## src/rtl/interrupt_ctrl_if.sv

```systemverilog
// Register-write / request / presentation bundle for interrupt_ctrl.
// master drives requests, writes and ack; slave (the controller) returns state.
interface interrupt_ctrl_if #(
  parameter int NUM_CH = 8,
  parameter int ID_W   = 3
);
  logic [NUM_CH-1:0] irq_src;
  logic              wr_en;
  logic [1:0]        wr_addr;
  logic [NUM_CH-1:0] wr_data;
  logic              ack;
  logic              irq;
  logic [ID_W-1:0]   irq_id;
  logic [NUM_CH-1:0] pending;
  logic [NUM_CH-1:0] enable;

  modport master (
    output irq_src, wr_en, wr_addr, wr_data, ack,
    input  irq, irq_id, pending, enable
  );

  modport slave (
    input  irq_src, wr_en, wr_addr, wr_data, ack,
    output irq, irq_id, pending, enable
  );
endinterface

```

## src/rtl/interrupt_ctrl.sv

```systemverilog
// Fixed-priority interrupt controller: sticky pending, enable mask, IDLE/ASSERT/GAP presentation.
// Define INTR_EDGE_DETECT_EN for rising-edge source events; default treats sources as level.
module interrupt_ctrl #(
  parameter int NUM_CH = 8,
  parameter int ID_W   = $clog2(NUM_CH)
) (
  input  logic              clk,
  input  logic              rst,
  interrupt_ctrl_if.slave   bus
);

  typedef enum logic [1:0] {
    S_IDLE   = 2'd0,
    S_ASSERT = 2'd1,
    S_GAP    = 2'd2
  } state_t;

  localparam logic [1:0] A_ENABLE = 2'd0;
  localparam logic [1:0] A_SET    = 2'd1;
  localparam logic [1:0] A_CLEAR  = 2'd2;

  state_t            r_state;
  state_t            w_state_nx;
  logic              r_irq;
  logic              w_irq_nx;
  logic [ID_W-1:0]   r_irq_id;
  logic [ID_W-1:0]   w_id_nx;
  logic [NUM_CH-1:0] r_pending;
  logic [NUM_CH-1:0] r_enable;
  logic [NUM_CH-1:0] w_event;
  logic [NUM_CH-1:0] w_set;
  logic [NUM_CH-1:0] w_clr;
  logic [NUM_CH-1:0] w_ack_mask;
  logic [NUM_CH-1:0] w_pend_nx;
  logic [NUM_CH-1:0] w_en_nx;
  logic [NUM_CH-1:0] w_cand_vec;
  logic [ID_W-1:0]   w_cand_id;
  logic              w_cand_vld;
  logic              w_ack_acc;
  logic              w_keep;

`ifdef INTR_EDGE_DETECT_EN
  logic [NUM_CH-1:0] r_src_q;

  always_ff @(posedge clk or posedge rst) begin
    if (rst) r_src_q <= '0;
    else     r_src_q <= bus.irq_src;
  end

  assign w_event = bus.irq_src & ~r_src_q;
`else
  assign w_event = bus.irq_src;
`endif

  // Ack only counts while an interrupt is actually being presented.
  assign w_ack_acc  = (r_state == S_ASSERT) && bus.ack;
  assign w_ack_mask = {{(NUM_CH-1){1'b0}}, 1'b1} << r_irq_id;

  assign w_set = w_event
               | ((bus.wr_en && bus.wr_addr == A_SET) ? bus.wr_data : '0);
  assign w_clr = ((bus.wr_en && bus.wr_addr == A_CLEAR) ? bus.wr_data : '0)
               | (w_ack_acc ? w_ack_mask : '0);

  // Set is applied after clear so a coincident event is never lost.
  assign w_pend_nx = (r_pending & ~w_clr) | w_set;
  assign w_en_nx   = (bus.wr_en && bus.wr_addr == A_ENABLE) ? bus.wr_data : r_enable;

  assign w_cand_vec = r_pending & r_enable;
  assign w_keep     = w_pend_nx[r_irq_id] & w_en_nx[r_irq_id];

  always_comb begin
    w_cand_id  = '0;
    w_cand_vld = 1'b0;
    for (int i = NUM_CH - 1; i >= 0; i--) begin
      if (w_cand_vec[i]) begin
        w_cand_id  = ID_W'(i);
        w_cand_vld = 1'b1;
      end
    end
  end

  always_ff @(posedge clk or posedge rst) begin
    if (rst) begin
      r_pending <= '0;
      r_enable  <= '0;
    end else begin
      r_pending <= w_pend_nx;
      r_enable  <= w_en_nx;
    end
  end

  // Revocation looks at next-cycle pending/enable so irq drops on the edge that removes it.
  always_comb begin
    w_state_nx = r_state;
    w_irq_nx   = 1'b0;
    w_id_nx    = r_irq_id;
    case (r_state)
      S_IDLE: begin
        if (w_cand_vld) begin
          w_state_nx = S_ASSERT;
          w_irq_nx   = 1'b1;
          w_id_nx    = w_cand_id;
        end
      end
      S_ASSERT: begin
        if (bus.ack) begin
          w_state_nx = S_GAP;
        end else if (!w_keep) begin
          w_state_nx = S_IDLE;
        end else begin
          w_irq_nx   = 1'b1;
        end
      end
      S_GAP: begin
        w_state_nx = S_IDLE;
      end
      default: begin
        w_state_nx = S_IDLE;
      end
    endcase
  end

  always_ff @(posedge clk or posedge rst) begin
    if (rst) begin
      r_state  <= S_IDLE;
      r_irq    <= 1'b0;
      r_irq_id <= '0;
    end else begin
      r_state  <= w_state_nx;
      r_irq    <= w_irq_nx;
      r_irq_id <= w_id_nx;
    end
  end

  assign bus.irq     = r_irq;
  assign bus.irq_id  = r_irq_id;
  assign bus.pending = r_pending;
  assign bus.enable  = r_enable;

endmodule

```

## src/flat_wrapper.sv

```systemverilog
// flat-port wrapper written by rule: the top's interface ports become plain ports
module interrupt_ctrl_flat 
#(
  parameter int NUM_CH = 8,
  parameter int ID_W   = $clog2(NUM_CH)
)
  (clk, rst, bus_irq_src, bus_wr_en, bus_wr_addr, bus_wr_data, bus_ack, bus_irq, bus_irq_id, bus_pending, bus_enable);
  interrupt_ctrl_if #(.NUM_CH(NUM_CH), .ID_W(ID_W)) bus_i ();
  input  logic clk;
  input  logic rst;
  input wire logic [$bits(bus_i.irq_src)-1:0] bus_irq_src;
  input wire logic [$bits(bus_i.wr_en)-1:0] bus_wr_en;
  input wire logic [$bits(bus_i.wr_addr)-1:0] bus_wr_addr;
  input wire logic [$bits(bus_i.wr_data)-1:0] bus_wr_data;
  input wire logic [$bits(bus_i.ack)-1:0] bus_ack;
  output wire logic [$bits(bus_i.irq)-1:0] bus_irq;
  output wire logic [$bits(bus_i.irq_id)-1:0] bus_irq_id;
  output wire logic [$bits(bus_i.pending)-1:0] bus_pending;
  output wire logic [$bits(bus_i.enable)-1:0] bus_enable;
  assign bus_i.irq_src = bus_irq_src;
  assign bus_i.wr_en = bus_wr_en;
  assign bus_i.wr_addr = bus_wr_addr;
  assign bus_i.wr_data = bus_wr_data;
  assign bus_i.ack = bus_ack;
  assign bus_irq = bus_i.irq;
  assign bus_irq_id = bus_i.irq_id;
  assign bus_pending = bus_i.pending;
  assign bus_enable = bus_i.enable;
  interrupt_ctrl #(.NUM_CH(NUM_CH), .ID_W(ID_W)) u_core (.clk(clk), .rst(rst), .bus(bus_i));
endmodule
```

## config.mk

```make
export PLATFORM = sky130hd
export DESIGN_NAME = interrupt_ctrl_flat
export DESIGN_NICKNAME = d
export VERILOG_FILES = /design/src/rtl/interrupt_ctrl_if.sv /design/src/rtl/interrupt_ctrl.sv /design/src/flat_wrapper.sv
export SDC_FILE = /design/constraint.sdc
export NUM_CORES = 1
export LEC_CHECK = 0
export BUFFER_PORTS_ARGS = -buffer_cell sky130_fd_sc_hd__buf_2
export CORE_MARGIN = 4
export CORE_UTILIZATION = 35
export DETAILED_ROUTE_END_ITERATION = 10
export HOLD_SLACK_MARGIN = 0.06
export PLACE_DENSITY_LB_ADDON = 0.2
export SLEW_MARGIN = 20
export SYNTH_ARGS = -nofsm -noshare
export SYNTH_HDL_FRONTEND = slang
export SYNTH_SLANG_ARGS = --single-unit
```

## constraint.sdc

```tcl
create_clock -name clk -period 2.3 [get_ports clk]
set_input_delay 0.46 -clock clk [delete_from_list [all_inputs] [get_ports clk]]
set_output_delay 0.46 -clock clk [all_outputs]
set_load 0.005 [all_outputs]
```

==> impl_metrics.csv, run 1 <==
group,metric,value,unit
timing,timing_hold_violations_final,0,
placed_design,dp.final_hpwl,3080,um
timing,finalSetupViolations,0,
synthesis,synth_edf_count,0,
clock_tree,clockBufferDepth,2,
clock_tree,insertion_delay,0.27,ns
clock_tree,clk_pin_slew_worst_paths,0.09,ns
power_and_ir_drop,power.density,919,nW/um^2
die,design.die.area,4770,um^2
timing,layout_setup_ws,0.413,ns
placed_design,io_buffers,41,
clock_tree,clock-root-buffer,"clkbuf_8",
critical_path,crit_chain,"buf_2 -> nor3b_4 -> buf_4 -> mux2_2 -> mux2_2 -> o211ai_1 -> o211ai_1",
routing,dr.first_iter.drc_count,80,
critical_path,worst_ep_required_time,2.44,ns
synthesis,synth_seq_cells,22,
clock_tree,cts_made_buffers,3,
clock_tree,cts-hold-fix-buffers,0,
synthesis,syn_nets,161,
timing,slew_viol_final,0,
cells_and_area,ff_latch_area,551,um^2
placed_design,place_inst,225,
die,dieHeight,69.0,um
run_status,outcome,"finished, final reports clean",
synthesis,syn_avg_cell_area,9.38,um^2
power_and_ir_drop,p_leak,0.000695,uW
routing,drc_errors,0,
cells_and_area,fillCellCount,364,
synthesis,synth_top_cell_area_share,0.422,
synthesis,synth_common_cells,"nand2_1, dfrtp_1, a21oi_1",
critical_path,slowest_delay,0.35,ns
clock_tree,cts_setup_buffers,0,
placed_design,globalplace.congestion,0.826,
global_routing,grt_overflow,0,
cells_and_area,diodes,0,
critical_path,ff2ff_setup_slack,0.47,ns
synthesis,ys_types,34,
power_and_ir_drop,power,1490,uW
critical_path,reg2reg_to,"u_core.bus.irq$_DFF_PP0_",
global_routing,track_usage,0.168,
synthesis,mappedNetlistArea,1300,um^2
routing,finalWirelength,3980,um
clock_tree,ctsResizeCount,0,
die,row_count,21,
cells_and_area,nets,206,
synthesis,async_flop_share,1.00,
synthesis,yosysWarnings,0,
run,cap_violations,0,
clock_tree,htreeDepth,1,
routing,firstDrtPassIters,4,
die,die_w,69.0,um
worst_hold_path,hold_class,"in2async",
timing,fmax,0.530,GHz
critical_path,reg2reg_depth,5,
cells_and_area,layout.cells.non_filler,229,
synthesis,syn_inst,139,
timing,period_share,0.820,
die,pin_count,42,
critical_path,worst_path_dominant_cell_family,"multiplexers",
cells_and_area,multi_input_area,708,um^2
cells_and_area,drive_above_1_share,0.328,
synthesis,yosysSeqAreaShare,0.422,
global_routing,grt_pass1_wl,6600,um
global_routing,grt_pass1_vias,1315,
cells_and_area,syn_to_final_growth,24.4,%
die,core_region_area,3470,um^2
critical_path,critPathSlowestCell,"mux2_2",
placed_design,post-place-ws,0.119,ns
clock_tree,clkSinkCount,22,
synthesis,synth.most_common_cell,"nand2_1",
critical_path,endpoint_kind,"flop",
critical_path,critical_path_class,"in2reg",
timing,grt_setup_unrepaired,"false",
critical_path,path_buf_inv,2,
routing,vias,1311,
critical_path,start_kind,"input pin",
critical_path,path_max_fanout,10,
timing,timing.final.crit_period,1.89,ns
timing,setup_tns,0,ns
global_routing,grt_max_degree,23,
synthesis,synth_flop_cell,"dfrtp_1",
routing,detail-route-antenna-nets,0,
critical_path,critical_path_arrival,2.02,ns
power_and_ir_drop,peakVddDrop,0.438,mV
critical_path,regToRegStartpoint,"u_core.bus.irq_id[2]$_DFFE_PP0P_",
routing,wl_per_cell,17.4,um
routing,viasPerCell,5.72,
synthesis,yosysTopAreaCell,"dfrtp_1",
global_routing,antenna_found_initial,0,
timing,tightest_slew,0.480,ns
synthesis,synthTopCellsByArea,"dfrtp_1, mux2_2, nand2_1",
timing,relSlewSlack,0.680,
timing,finClkSkew,0.00604,ns
clock_tree,cts_tree,"built",
die,start_util,0.376,
power breakdown:
part / leakage (uW) / internal, uW / switching, uW / total (uW)
combinational: 0.000425 / 266 / 313 / 579
sequential: 0.000242 / 478 / 142 / 620
clock: 0.0000288 / 153 / 138 / 291
worst register-to-register path, delay by kind of cell, from the launching register on:
family	cells	cell delay (ns)
AO/OA/AOI/OAI	4	0.78
AND/OR/NAND/NOR	1	0.47
flip-flops	1	0.45
cell families after synthesis:
kind of cell / count (synthesis) / share of synthesized area
AOI/OAI and AO/OA: 47 / 0.249
buffers and inverters: 10 / 0.0345
DFF: 22 / 0.422
muxes: 11 / 0.0941
and+or+nand+nor: 49 / 0.201
cell usage in the layout (no fill, tap or decap), types with 2 or more instances in the layout:
| cell type | synthesis | layout |
|---|---|---|
| nand3_1 | 5 | 5 |
| o21ai_0 | 9 | 9 |
| and2_1 | 3 | 3 |
| o311ai_0 | 2 | 2 |
| a21oi_1 | 11 | 11 |
| mux2_2 | 9 | 9 |
| inv_1 | 6 | 6 |
| buf_4 | 0 | 3 |
| nand4b_1 | 5 | 5 |
| a31oi_1 | 2 | 2 |
| buf_2 | 0 | 41 |
| nor2_1 | 6 | 6 |
| a22oi_1 | 5 | 5 |
| clkbuf_8 | 0 | 4 |
| o211ai_1 | 9 | 9 |
| nand2_1 | 23 | 23 |
| dfrtp_1 | 22 | 22 |
worst max path at each step:
stage / from / end / slack, ns / cells past startpoint
after global routing: bus_wr_en / u_core.bus.irq$_DFF_PP0_ / 0.31 / 7
after global placement: bus_wr_en / u_core.bus.irq$_DFF_PP0_ / 0.20 / 7
final: bus_wr_en / u_core.bus.irq$_DFF_PP0_ / 0.41 / 7
after floorplan: bus_wr_en / u_core.bus.irq$_DFF_PP0_ / 0.29 / 6
after CTS: bus_wr_en / u_core.bus.irq$_DFF_PP0_ / 0.40 / 7
after detailed placement: bus_wr_en / u_core.bus.irq$_DFF_PP0_ / 0.12 / 7
metal layers:
metal  wire length (um)  GRT usage  vias to the layer above
met5                  0          0                        -
met4                 53     0.0477                        0
met3                253     0.0407                        6
met2               1810      0.258                       55
met1               1870      0.233                      636
li1                   -          -                      614
layout make-up:
type | count | share of cell area
multi-input combinational | 107 | 0.437
sequential | 22 | 0.340
timing repair buffer | 44 | 0.140
tap | 46 | 0.0355
clock buffer | 4 | 0.0340
inverter | 6 | 0.0139
sequential cells by signal (all words and copies together) (netlist names):
register,count
u_core.bus.enable,8
u_core.bus.irq_id,3
u_core.bus.irq,1
u_core.bus.pending,8
u_core.r_state,2
stage by stage:
step	area [um^2]	hold WS [ns]	utilization
after floorplan	1300	0.449	-
after global placement	1570	0.511	0.452
after detailed placement	1570	0.512	0.452
after CTS	1620	0.228	0.468
after global routing	1620	0.245	0.468
final	1620	0.217	0.468
Power figures use the tool's default switching activity.
==> inputs of run 2 (changes only) <==
==> constraint.sdc (replaced) <==
create_clock -name clk -period 1.52 [get_ports clk]
set_input_delay 0.304 -clock clk [delete_from_list [all_inputs] [get_ports clk]]
set_output_delay 0.304 -clock clk [all_outputs]
set_load 0.005 [all_outputs]
==> run 2 against run 1 <==
Compared with the run above: the flow now finishes with violations (setup timing); utilization is 8.3 points higher; count of clock-buffer cells in the layout unchanged; global-route usage is 2.0 points higher; hold slack lost 0.15 ns; combinational power is 120% higher; sequential power rose by 41%; critical endpoint is now u_core.r_state[0]$_DFFE_PP0P_; largest cell class unchanged; highest routed layer unchanged.
==> impl_metrics.csv, run 2 (synthesis results as in run 1) <==
group,metric,value,unit
die,core_region_area,3470,um^2
timing,setup_tns,-0.0970,ns
die,dieHeight,69.0,um
power_and_ir_drop,combPwrFrac,0.498,
timing,relSlewSlack,0.775,
clock_tree,clk_pin_slew_worst_paths,0.09,ns
power_and_ir_drop,p_seq_frac,0.335,
timing,tightest_slew,0.337,ns
power_and_ir_drop,p_leak,0.000865,uW
critical_path,path_max_fanout,4,
timing,grt_setup_unrepaired,"true",
cells_and_area,final_cell_mix,"buf_2, buf_4, nand2_1, dfrtp_1, a21oi_1",
timing,finalSetupViolations,2,
power_and_ir_drop,peakVddDrop,0.489,mV
critical_path,start_kind,"input pin",
global_routing,grt_pass1_vias,1453,
critical_path,critPathSlowestCell,"mux2_2",
clock_tree,cts_tree,"built",
routing,firstDrtPassIters,4,
routing,vias,1409,
timing,fmax,0.634,GHz
cells_and_area,final_core_util,0.551,
critical_path,reg2reg_depth,5,
placed_design,postPlaceCellArea,1770,um^2
critical_path,cp_num_cells,7,
power_and_ir_drop,switchingPower,987,uW
global_routing,grt_pass1_wl,7270,um
placed_design,io_buffers,41,
routing,detail-route-antenna-nets,0,
die,start_util,0.376,
clock_tree,clockBufferDepth,2,
critical_path,worst_path_dominant_cell_family,"multiplexers",
critical_path,path_buf_inv,2,
routing,drc_errors,0,
routing,dr.first_iter.drc_count,71,
routing,wl_per_cell,16.9,um
die,row_count,21,
clock_tree,cts-hold-fix-buffers,0,
cells_and_area,diodes,0,
global_routing,antenna_found_initial,0,
cells_and_area,syn_to_final_growth,46.4,%
cells_and_area,nets,236,
placed_design,place_inst,252,
timing,timing.final.crit_period,1.58,ns
clock_tree,clkSinkCount,22,
critical_path,critical_path_class,"in2reg",
cells_and_area,mostFrequentLayoutCell,"buf_2",
timing,slew_viol_final,0,
clock_tree,clock-root-buffer,"clkbuf_8",
clock_tree,insertion_delay,0.27,ns
cells_and_area,final_area,1910,um^2
timing,whs,0.0625,ns
run_status,outcome,"complete, but fails checks",
critical_path,endpoint_kind,"flop",
placed_design,dp.final_hpwl,3360,um
power_and_ir_drop,power_frac_clock,0.167,
die,design.die.area,4770,um^2
worst_hold_path,hold_class,"in2async",
power_and_ir_drop,switching_share,0.378,
power_and_ir_drop,p_int,1620,uW
critical_path,worst_ep_required_time,1.66,ns
timing,timing_hold_violations_final,0,
power_and_ir_drop,power.density,1370,nW/um^2
run,cap_violations,0,
global_routing,grt_max_degree,23,
die,pin_count,42,
die,die_w,69.0,um
critical_path,crit_chain,"buf_6 -> nor3b_4 -> buf_6 -> mux2_2 -> mux2_2 -> a41oi_2 -> o211ai_1",
critical_path,critical_path_arrival,1.72,ns
timing,period_share,1.04,
timing,finClkSkew,0.00494,ns
critical_path,slowest_delay,0.34,ns
timing,layout_setup_ws,-0.0565,ns
run_status,violations,"setup timing",
cells_and_area,layout.cells.non_filler,259,
routing,viasPerCell,5.44,
placed_design,globalplace.congestion,0.908,
global_routing,track_usage,0.188,
clock_tree,cts_made_buffers,3,
cells_and_area,drive_above_1_share,0.446,
clock_tree,htreeDepth,1,
routing,finalWirelength,4380,um
global_routing,grt_overflow,0,
[run 2: path summary, 6_finish.rpt]
kind                                                    endpoint                      startpoint  slack [ns]
worst min register to register    u_core.bus.enable[5]$_DFF_PP0_  u_core.bus.enable[5]$_DFF_PP0_        0.60
worst max register to register     u_core.r_state[0]$_DFFE_PP0P_  u_core.bus.enable[6]$_DFF_PP0_       -0.01
worst min-delay path             u_core.bus.pending[3]$_DFF_PP0_                             rst        0.06
max in group asynchronous       u_core.bus.irq_id[2]$_DFFE_PP0P_                             rst        1.21
worst max-delay path               u_core.r_state[0]$_DFFE_PP0P_                  bus_wr_addr[1]       -0.06
min in group clk                 u_core.bus.pending[2]$_DFF_PP0_                  bus_irq_src[2]        0.23
[run 2: area by class of cell]
cell class | count | area [um^2]
Timing Repair Buffer | 74 | 477
Inverter | 6 | 22.5
Fill cell | 330 | 1560
Multi-Input combinational cell | 107 | 746
Clock buffer | 4 | 55.1
Sequential cell | 22 | 552
Tap cell | 46 | 57.6
[run 2: power by group through the flow]
| stage | Clock, uW | Combinational (uW) | Sequential [uW] |
|---|---|---|---|
| 2_1_floorplan | 0 | 596 | 878 |
| 3_5_place_dp | 0 | 1180 | 879 |
| 6_report | 435 | 1300 | 875 |
| 4_1_cts | 444 | 1240 | 870 |
| 3_3_place_gp | 0 | 1170 | 872 |
| 5_1_grt | 470 | 1420 | 897 |
[run 2: what timing repair did]
item | in CTS | in global routing
endpoints found under the setup margin | 2 | 3
endpoints found under the hold margin | 0 | 0
resized for setup | 12 | 6
setup buffers | 1 | 2
pin swaps | 6 | 7
gates cloned | 0 | 0
[run 2: per-stage QoR]
stage | setup slack [ns] | power (uW)
after floorplan | -0.330 | 1470
after global placement | -0.343 | 2050
after detailed placement | -0.404 | 2060
after CTS | -0.0596 | 2550
after global routing | -0.0967 | 2790
final | -0.0565 | 2610
[run 2: worst reg2reg max path: stages, from the launching register on]
cell and delay (ns):
dfrtp_1 0.42, a22oi_1 0.29, nand2_1 0.14, o21a_1 0.25
a41oi_2 0.19, o211ai_1 0.12
[run 2: routing by layer]
metal	wire length, um	GRT usage	vias to the layer above	part of all wire
li1	-	-	677	-
met1	1990	0.241	674	0.45
met2	2050	0.306	50	0.47
met3	258	0.0378	8	0.059
met4	92	0.0824	0	0.021
met5	0	0	-	0
==> inputs of run 3 (changes only) <==
==> constraint.sdc (replaced) <==
create_clock -name clk -period 2 [get_ports clk]
set_input_delay 0.4 -clock clk [delete_from_list [all_inputs] [get_ports clk]]
set_output_delay 0.4 -clock clk [all_outputs]
set_load 0.005 [all_outputs]
==> run 3 against run 2 <==
Compared with the run above: the flow now finishes without violations; hold slack better by 0.098 ns; critical path depth did not move; non-clock buffer count decreased by 25; routed wire length is 10% lower; sequential share of layout area is 4.3 points higher; sequential cell count is the same; clock power is 25% lower; power down 33%; cell area fell by 13%; die area unchanged; count of clock-buffer cells in the layout did not move.
==> impl_metrics.csv, run 3 (synthesis results as in run 1) <==
group,metric,value,unit
global_routing,grt_pass1_wl,6530,um
clock_tree,cts_made_buffers,3,
cells_and_area,syn_to_final_growth,27.3,%
timing,layout_setup_ws,0.259,ns
critical_path,cp_common_cell,"mux2_2",
placed_design,dp.final_hpwl,3030,um
die,start_util,0.376,
critical_path,critPathSlowestCell,"mux2_2",
power_and_ir_drop,p_seq_frac,0.392,
power_and_ir_drop,switchingPower,683,uW
timing,finalSetupViolations,0,
clock_tree,insertion_delay,0.27,ns
timing,finClkSkew,0.00820,ns
run,cap_violations,0,
clock_tree,ctsResizeCount,0,
clock_tree,cts_setup_buffers,0,
power_and_ir_drop,p_int,1060,uW
critical_path,worst_ep_required_time,2.12,ns
timing,period_share,0.871,
cells_and_area,drive_above_1_share,0.346,
global_routing,grt_overflow,0,
timing,timing_hold_violations_final,0,
clock_tree,clk_pin_slew_worst_paths,0.09,ns
timing,fmax,0.574,GHz
timing,whs,0.160,ns
global_routing,track_usage,0.165,
run_status,outcome,"finished, final reports clean",
routing,finalWirelength,3930,um
timing,grt_setup_unrepaired,"false",
clock_tree,clkSinkCount,22,
placed_design,globalplace.congestion,0.835,
clock_tree,cts-hold-fix-buffers,0,
critical_path,worst_path_dominant_cell_family,"multiplexers",
global_routing,grt_max_degree,23,
timing,relSlewSlack,0.759,
placed_design,io_buffers,41,
power_and_ir_drop,p_leak,0.000719,uW
power_and_ir_drop,power.density,1050,nW/um^2
critical_path,slowest_delay,0.34,ns
power_and_ir_drop,peakVddDrop,0.409,mV
power_and_ir_drop,switching_share,0.393,
global_routing,antenna_found_initial,0,
routing,detail-route-antenna-nets,0,
critical_path,critical_path_class,"in2reg",
clock_tree,htreeDepth,1,
routing,dr.first_iter.drc_count,111,
cells_and_area,final_cell_mix,"buf_2, nand2_1, dfrtp_1, a21oi_1",
placed_design,post-place-ws,-0.0112,ns
die,row_count,21,
routing,firstDrtPassIters,4,
cells_and_area,mostFrequentLayoutCell,"buf_2",
timing,slew_viol_final,0,
die,die_w,69.0,um
critical_path,crit_chain,"buf_2 -> nor3b_4 -> buf_4 -> mux2_2 -> mux2_2 -> a41oi_2 -> o211ai_1",
die,design.die.area,4770,um^2
timing,tightest_slew,0.357,ns
die,pin_count,42,
critical_path,endpoint_kind,"flop",
clock_tree,clock-root-buffer,"clkbuf_8",
cells_and_area,diodes,0,
worst_hold_path,hold_class,"in2async",
critical_path,path_buf_inv,2,
routing,wl_per_cell,16.8,um
critical_path,start_kind,"input pin",
power_and_ir_drop,combPwrFrac,0.419,
die,dieHeight,69.0,um
global_routing,grt_pass1_vias,1327,
cells_and_area,nets,211,
cells_and_area,final_core_util,0.478,
die,core_region_area,3470,um^2
routing,drc_errors,0,
timing,timing.final.crit_period,1.74,ns
routing,vias,1333,
clock_tree,clockBufferDepth,2,
clock_tree,cts_tree,"built",
critical_path,path_max_fanout,4,
critical_path,critical_path_arrival,1.87,ns
power_and_ir_drop,power_frac_clock,0.189,
routing,viasPerCell,5.70,
[run 3: power groups by stage]
stage	Clock, uW	Sequential [uW]	Combinational (uW)
after global routing	352	703	805
after CTS	334	681	725
after floorplan	0	667	453
after global placement	0	689	718
final	328	682	729
after detailed placement	0	689	722
[run 3: path summary, 6_finish.rpt]
check	slack, ns	depth (start not counted)	start	end
worst max-delay path	0.26	7	bus_wr_addr[1]	u_core.bus.irq$_DFF_PP0_
worst min-delay path	0.16	3	rst	u_core.bus.pending[7]$_DFF_PP0_
worst max register to register	0.33	5	u_core.r_state[1]$_DFFE_PP0P_	u_core.bus.irq$_DFF_PP0_
worst min register to register	0.59	1	u_core.bus.enable[6]$_DFF_PP0_	u_core.bus.enable[6]$_DFF_PP0_
max in group asynchronous	1.60	3	rst	u_core.r_state[0]$_DFFE_PP0P_
min in group clk	0.33	3	bus_irq_src[2]	u_core.bus.pending[2]$_DFF_PP0_
[run 3: area by class of cell]
class,instances,area (um^2)
tap,46,57.6
inverter,6,22.5
fill,348,1810
sequential,22,551
timing repair buffer,49,265
clock buffer,4,55.1
multi-input combinational,107,708
[run 3: per-stage QoR]
| step | cell area, um^2 | total power [uW] | std cells | TNS [ns] |
|---|---|---|---|---|
| floorplan | 1300 | 1120 | 139 | 0 |
| global route | 1660 | 1860 | 234 | 0 |
| CTS | 1660 | 1740 | 234 | 0 |
| finish | 1660 | 1740 | 234 | 0 |
| global placement | 1600 | 1410 | 230 | 0 |
| detailed placement | 1600 | 1410 | 230 | -0.0154 |
[run 3: worst min-delay path, delay by kind of cell]
family                 cells  cell delay, ns
buffers and inverters      3            0.43
[run 3: layer usage]
metal,vias up,global-route usage,part of all wire
met2,63,0.249,0.44
met1,636,0.237,0.48
met5,-,0,0
met4,0,0.0412,0.0071
met3,4,0.0363,0.076
li1,630,-,-
